===== config.mk =====
export PLATFORM = sky130hd
export DESIGN_NAME = gin_xbus_mc
export DESIGN_NICKNAME = d
export VERILOG_FILES = /design/src/rtl/gin_xbus_mc.sv
export SDC_FILE = /design/constraint.sdc
export NUM_CORES = 2
export LEC_CHECK = 0
export ABC_CLOCK_PERIOD_IN_PS = 19200
export CORE_AREA = 3 3 391 393
export DETAILED_ROUTE_END_ITERATION = 8
export DIE_AREA = 0 0 394 396
export GPL_TIMING_DRIVEN = 0
export PLACE_DENSITY = 0.8
export SYNTH_ARGS = -nofsm -noshare
export SYNTH_HDL_FRONTEND = slang
export SYNTH_SLANG_ARGS = --single-unit

===== constraint.sdc =====
create_clock -name clk -period 19.2 [get_ports clk]
set_clock_uncertainty 0.1 [all_clocks]
set_input_delay 2.88 -clock clk [delete_from_list [all_inputs] [get_ports clk]]
set_output_delay 2.88 -clock clk [all_outputs]
set_load 0.005 [all_outputs]

===== src/rtl/gin_xbus_mc.sv =====
// Tag-routed multicast bus: one upstream port fans out to per-column FIFOs.
// Column IDs are loaded through a serial scan chain.
module gin_xbus_mc #(
   parameter int DATA_WIDTH    = 64,
   parameter int COL_TAG_WIDTH = 4,
   parameter int NUM_OF_COLS   = 14,
   parameter int BUF_DEPTH     = 2
) (
   input  logic                                    clk,
   input  logic                                    reset,
   input  logic [DATA_WIDTH-1:0]                   data_in,
   input  logic [COL_TAG_WIDTH-1:0]                col_tag,
   input  logic                                    bcast_in,
   input  logic                                    enable_in,
   output logic                                    ready_up,
   output logic [NUM_OF_COLS-1:0][DATA_WIDTH-1:0]  data_out,
   output logic [NUM_OF_COLS-1:0]                  enable_out,
   input  logic [NUM_OF_COLS-1:0]                  ready_in,
   input  logic                                    se_id,
   input  logic                                    si_id,
   output logic                                    so_id,
   output logic                                    drop_flag
);

   localparam int PW    = $clog2(BUF_DEPTH);
   localparam int CW    = PW + 1;
   localparam int CHAIN = NUM_OF_COLS * COL_TAG_WIDTH;

   logic [NUM_OF_COLS-1:0][COL_TAG_WIDTH-1:0] col_id_q, col_id_d;
   logic [DATA_WIDTH-1:0] mem_q    [NUM_OF_COLS][BUF_DEPTH];
   logic [PW-1:0]         rd_ptr_q [NUM_OF_COLS];
   logic [PW-1:0]         wr_ptr_q [NUM_OF_COLS];
   logic [CW-1:0]         count_q  [NUM_OF_COLS];
   logic                  drop_q;

   logic [NUM_OF_COLS-1:0] match, full, push, pop;
   logic [CHAIN-1:0]       id_flat;
   logic                   accept;

   always_comb begin
      match      = '0;
      full       = '0;
      pop        = '0;
      enable_out = '0;
      data_out   = '0;
      for (int i = 0; i < NUM_OF_COLS; i++) begin
         match[i]      = bcast_in | (col_id_q[i] == col_tag);
         full[i]       = (count_q[i] == CW'(BUF_DEPTH));
         enable_out[i] = (count_q[i] != '0);
         pop[i]        = enable_out[i] & ready_in[i];
         data_out[i]   = mem_q[i][rd_ptr_q[i]];
      end
      // Fullness uses current occupancy only; a same-cycle pop does not free a slot.
      ready_up = ~se_id & ~|(match & full);
      accept   = enable_in & ready_up;
      push     = accept ? match : '0;

      id_flat = col_id_q;
      if (se_id) begin
         id_flat = {id_flat[CHAIN-2:0], si_id};
      end
      col_id_d = id_flat;
   end

   always_ff @(posedge clk) begin
      if (reset) begin
         col_id_q <= '0;
         drop_q   <= 1'b0;
         for (int i = 0; i < NUM_OF_COLS; i++) begin
            rd_ptr_q[i] <= '0;
            wr_ptr_q[i] <= '0;
            count_q[i]  <= '0;
         end
      end else begin
         col_id_q <= col_id_d;
         if (accept && (match == '0)) begin
            drop_q <= 1'b1;
         end
         for (int i = 0; i < NUM_OF_COLS; i++) begin
            if (push[i]) begin
               wr_ptr_q[i] <= wr_ptr_q[i] + 1'b1;
            end
            if (pop[i]) begin
               rd_ptr_q[i] <= rd_ptr_q[i] + 1'b1;
            end
            count_q[i] <= count_q[i] + CW'(push[i]) - CW'(pop[i]);
         end
      end
   end

   // Storage needs no reset: an empty column never exposes its contents as valid.
   always_ff @(posedge clk) begin
      for (int i = 0; i < NUM_OF_COLS; i++) begin
         if (push[i]) begin
            mem_q[i][wr_ptr_q[i]] <= data_in;
         end
      end
   end

   assign so_id     = col_id_q[NUM_OF_COLS-1][COL_TAG_WIDTH-1];
   assign drop_flag = drop_q;

endmodule


Word-level counts from Yosys, hierarchy flattened
Memories as Yosys holds them, arrays and structs flattened.
Index checks and enable logic that the tools add are counted.
{"block": "word_totals", "reg_bits": 57, "ram_bits": 1848, "inputBits": 88, "out_inout_bits": 913, "elab_cells": 493, "n_memories": 4}
{"memory": "mem_q", "depth": 14, "width": 128, "rd": 14, "rd_ports_with_merged_regs": 0, "write_ports": 14, "line": "30", "rtl": "logic [DATA_WIDTH-1:0] mem_q [NUM_OF_COLS][BUF_DEPTH];"}
{"memory": "count_q", "depth": 14, "width": 2, "rd": 14, "rd_ports_with_merged_regs": 0, "write_ports": 14, "line": "33", "rtl": "logic [CW-1:0] count_q [NUM_OF_COLS];"}
{"memory": "rd_ptr_q", "depth": 14, "width": 1, "rd": 14, "rd_ports_with_merged_regs": 0, "write_ports": 14, "line": "31", "rtl": "logic [PW-1:0] rd_ptr_q [NUM_OF_COLS];"}
{"memory": "wr_ptr_q", "depth": 14, "width": 1, "rd": 14, "rd_ports_with_merged_regs": 0, "write_ports": 14, "line": "32", "rtl": "logic [PW-1:0] wr_ptr_q [NUM_OF_COLS];"}
{"block": "op_classes", "addsub": 56, "magnitude_cmp": 42, "eq_ne": 28, "n_mux": 214, "bitwise": 102, "reduce_logical": 32}
{"op": "64-bit 2-to-1 mux", "n": 56}
{"op": "128-bit 2-to-1 mux", "n": 14}
{"op": "64-bit demux with 1-bit select", "n": 14}
{"op": "1-bit 2-to-1 mux", "n": 115}
{"op": "4-bit equality test", "n": 14}
{"op": "2-bit >= comparator (second input constant)", "n": 28}
{"op": "1-bit inverter with 2-bit output", "n": 28}
{"op": "1-bit OR", "n": 56}
{"op": "1-bit adder (second input constant)", "n": 28}
{"op": "2-bit by 1-bit adder with 2-bit output", "n": 14}
{"op": "2-bit equality test (second input constant)", "n": 14}
{"op": "2-bit by 1-bit < comparator with 1-bit output (second input constant)", "n": 14}
{"op": "2-bit 2-to-1 mux", "n": 14}
{"op": "2-bit nonzero test", "n": 14}
{"op": "2-bit by 1-bit subtractor with 2-bit output", "n": 14}
{"op": "1-bit bitwise AND", "n": 16}
{"op": "1-bit logical AND", "n": 15}
{"op": "14-bit bitwise AND", "n": 1}
{"op": "14-bit logical NOT", "n": 1}
{"op": "14-bit 2-to-1 mux", "n": 1}
{"op": "14-bit OR reduction", "n": 1}
{"op": "1-bit logical NOT", "n": 1}
{"op": "1-bit inverter", "n": 1}

Longest topological paths before layout
{"block": "depth", "ltp_word": 12, "mapped_depth": 14, "mapped_depth_nobuf": 10}

Worst setup path before layout
Ideal clock, no wire load.
{"block": "synth_timing", "path_type": "input port to flip-flop", "from": "input port col_tag[3]", "to": "memory mem_q[1][384] (netlist bit) (enable)", "arrival_time_ns": 9.051, "path_slack_ns": 9.470, "cell_stages": 9, "cell_sequence": "buf_4 -> buf_8 -> xnor2_1 -> a41oi_4 -> o32ai_1 -> nor4_4 -> nand4_2 -> buf_2 -> nor3b_1"}
{"element": "from (decl)", "line": "12", "rtl": "input logic [COL_TAG_WIDTH-1:0] col_tag,"}
{"element": "to (decl)", "line": "30"}

Worst setup path after layout
{"block": "layout_timing", "from": "input port bcast_in", "to": "output port ready_up"}
{"block": "layout_via", "elab_chain_len": 5, "elab_cells_between_ends": 18, "cone_classes": "16 x bitwise; 2 x reduce/logical"}
{"element": "from (decl)", "line": "13", "rtl": "input logic bcast_in,"}
{"element": "1-bit OR", "line": "47", "rtl": "match[i] = bcast_in | (col_id_q[i] == col_tag);"}
{"element": "14-bit bitwise AND *", "line": "54", "rtl": "ready_up = ~se_id & ~|(match & full);"}
{"element": "14-bit OR reduction *", "line": "54"}
{"element": "1-bit logical NOT *", "line": "54"}
{"element": "1-bit bitwise AND *", "line": "54"}
{"element": "to (decl)", "line": "15", "rtl": "output logic ready_up,"}
Mark *: on every way between the ends. The rest lies on a longest branch, timed or not.

==> results.ini <==
[synth]
synth.distinct_cells=39
syn_area_mm2=0.0704
synth_warnings=0
synth_top_area_share=0.776
synth_seq_cells=1905
synthCells=3412
syn_avg_cell_area_um2=20.6
yosysSeqAreaShare=0.801
synth_nets=3528
yosys-top-cells-area=edfxtp_1 78%, mux2_2 14%, dfxtp_1 2.4%, xnor2_1 0.93%, mux2i_1 0.80%
synth_top_area_cell=edfxtp_1

[worst_setup_path]
path_buf_inv=3
setup.worst_path.start_class=primary input
crit_type=in2out
crit_required_ns=16.22
r2r_start=col_id_q[51]$_SDFFE_PP0P_
setup.worst_path.end_class=output pin
cp_top_family=buffers and inverters
crit_top_cell=clkdlybuf4s50_1
cp_data_arrival_time_ns=5.72
critPathMaxStageDelay_ns=0.69
cp_max_fo=10
cp_slowest_cell=a41oi_1
crit_start=bcast_in
path_cells=clkdlybuf4s50_1 -> buf_2 -> a41oi_1 -> nor3b_1 -> nor2_1 -> and3_1 -> clkdlybuf4s50_1

[cells_and_area]
syn_to_final_growth_pct=30.8
layoutNonFillerInstCount=6952
fill_cells=10100
layout.nets=4891
design_area_mm2=0.0921
drive_above_1_share=0.292
final_util=0.615
final_common_cell=edfxtp_1
final_cell_mix=1820 x edfxtp_1, 980 x clkdlybuf4s50_1, 896 x mux2_2

[timing]
drv_slew=0
worst_slack_ns=10.50
finalSetupViolations=0
tightest_slew_ns=1.49
period_share=0.453
finalSetupTns_ns=0
max_slew_margin=0.00348
hold_slack_ns=0.394
grt_setup_unrepaired=no
hold_viol=0
timing.fmax_ghz=0.115
period_minus_slack_ns=8.70

[place]
preCtsSetupSlack_ns=10.59
place_inst=6602
portBuffers=995
place_area_mm2=0.0859
place_congestion=0.844
dp_hpwl_um=153000

[route]
postRouteAntennaNets=0
routed_via_density=5.61
drtIter0Drc=4033
num_vias=39000
drt_wl_total_um=219000
remaining_drc_errors=0
wire_per_inst_um=31.5
first_pass_iters=6

[clock_tree]
clock_path_buffers=3
clock-sinks=1905
cts_htree_levels=4
clk_latency_ns=0.83
cts_setup_buffers=0
cts.clk_slew.worst_paths_ns=0.06
cts_tree=built
cts.repair.resized=0
hold_buffers=0
cts_made_buffers=187
clockRootBuffer=clkbuf_16

[floorplan]
io_pins=1001
die_w_um=394
dieArea_mm2=0.156
core_area_mm2=0.150
start_util=0.470
fp-row-count=142
dieHeight_um=396

[global_route]
grt_start_max_net_pins=29
grt.overflow.total=0
grt_usage=0.275
antenna_found_initial=14
grt_pass1_wl_um=301000
grt_pass1_vias=39200

[power]
p_per_area_mw_per_mm2=126
p_leak_nw=30.7
power_mw=11.6
vdd_drop_max_v=0.000126

[run_status]
failed_checks=capacitance limit
status=finished, violations left

[min_path]
hold_path_class=reg2reg
min-delay-start=drop_flag$_SDFFE_PP0P_

[run]
cap_violations=1

Yosys cell counts (all sizes together):
cell type  number
a41oi          14
and2            4
and3            1
and4            1
buf            21
clkbuf        114
dfxtp          85
edfxtp       1820
ha             28
inv            45
mux2          896
mux2i          56
nand2          33
nand3           1
nand4          16
nor2           94
nor2b          14
nor3           24
nor3b          15
nor4           11
o21ai          14
o21bai          1
o2bb2ai         1
o32ai           6
or2            12
or4             1
xnor2          76
xor2            8
cell type report:
cell class                      instances  area [µm²]  share of cell area
Multi-Input combinational cell       1327       13400               0.146
Timing Repair Buffer                 1174       12800               0.139
Clock inverter                        107        1180              0.0128
Buffer                                135         598             0.00650
Antenna cell                            7        17.5            0.000190
Clock buffer                          236        4970              0.0540
Inverter                               45         169             0.00183
Tap cell                             2016        2520              0.0274
Sequential cell                      1905       56400               0.612
final timing paths:
kind	end	slack (ns)	cells after the start
setup / recovery	ready_up	10.50	7
hold / removal	drop_flag$_SDFFE_PP0P_	0.39	1
setup reg to reg	mem_q[1][409]$_DFFE_PP_	14.61	12
hold reg to reg	drop_flag$_SDFFE_PP0P_	0.39	1
where the power goes:
part | switching, mW | leakage [nW] | internal [mW]
Combinational | 1.42 | 10.5 | 1.35
Clock | 1.57 | 2.98 | 2.09
Sequential | 0.113 | 17.2 | 5.06
Total | 3.11 | 30.7 | 8.50
per-layer routing:
layer,global-route usage,vias up,wire (µm)
met2,0.452,2475,106000
met3,0.0734,464,23700
met5,0,-,19
met1,0.338,19900,77300
met4,0.137,4,12000
li1,-,16100,-
worst reg2reg max path, stage by stage, from the launching register on:
cell	delay (ns)
dfxtp_1	0.33
xnor2_1	0.15
a41oi_1	0.73
o32ai_1	0.24
nor4_4	0.36
nand4_2	0.21
buf_2	0.28
nor3b_2	0.84
buf_8	0.25
buf_6	0.18
buf_6	0.19
buf_6	0.21
buf_6	0.22
flip-flops by register name, summed over array words and instances (netlist names):
signal and count:
mem_q 1792, rd_ptr_q 14, count_q 28, so_id 1, wr_ptr_q 14, drop_flag 1
col_id_q 55
cells by family after synthesis:
kind of cell             count (synthesis)  synth area share
AO/OA/AOI/OAI                           36           0.00505
XOR/XNOR                                84            0.0106
adder cells (fa/ha/maj)                 28           0.00498
buffers and inverters                  180            0.0106
flip-flops                            1905             0.801
multiplexers                           952             0.151
AND/OR/NAND/NOR                        227            0.0168
No activity file was read; power rests on OpenSTA's default activity.
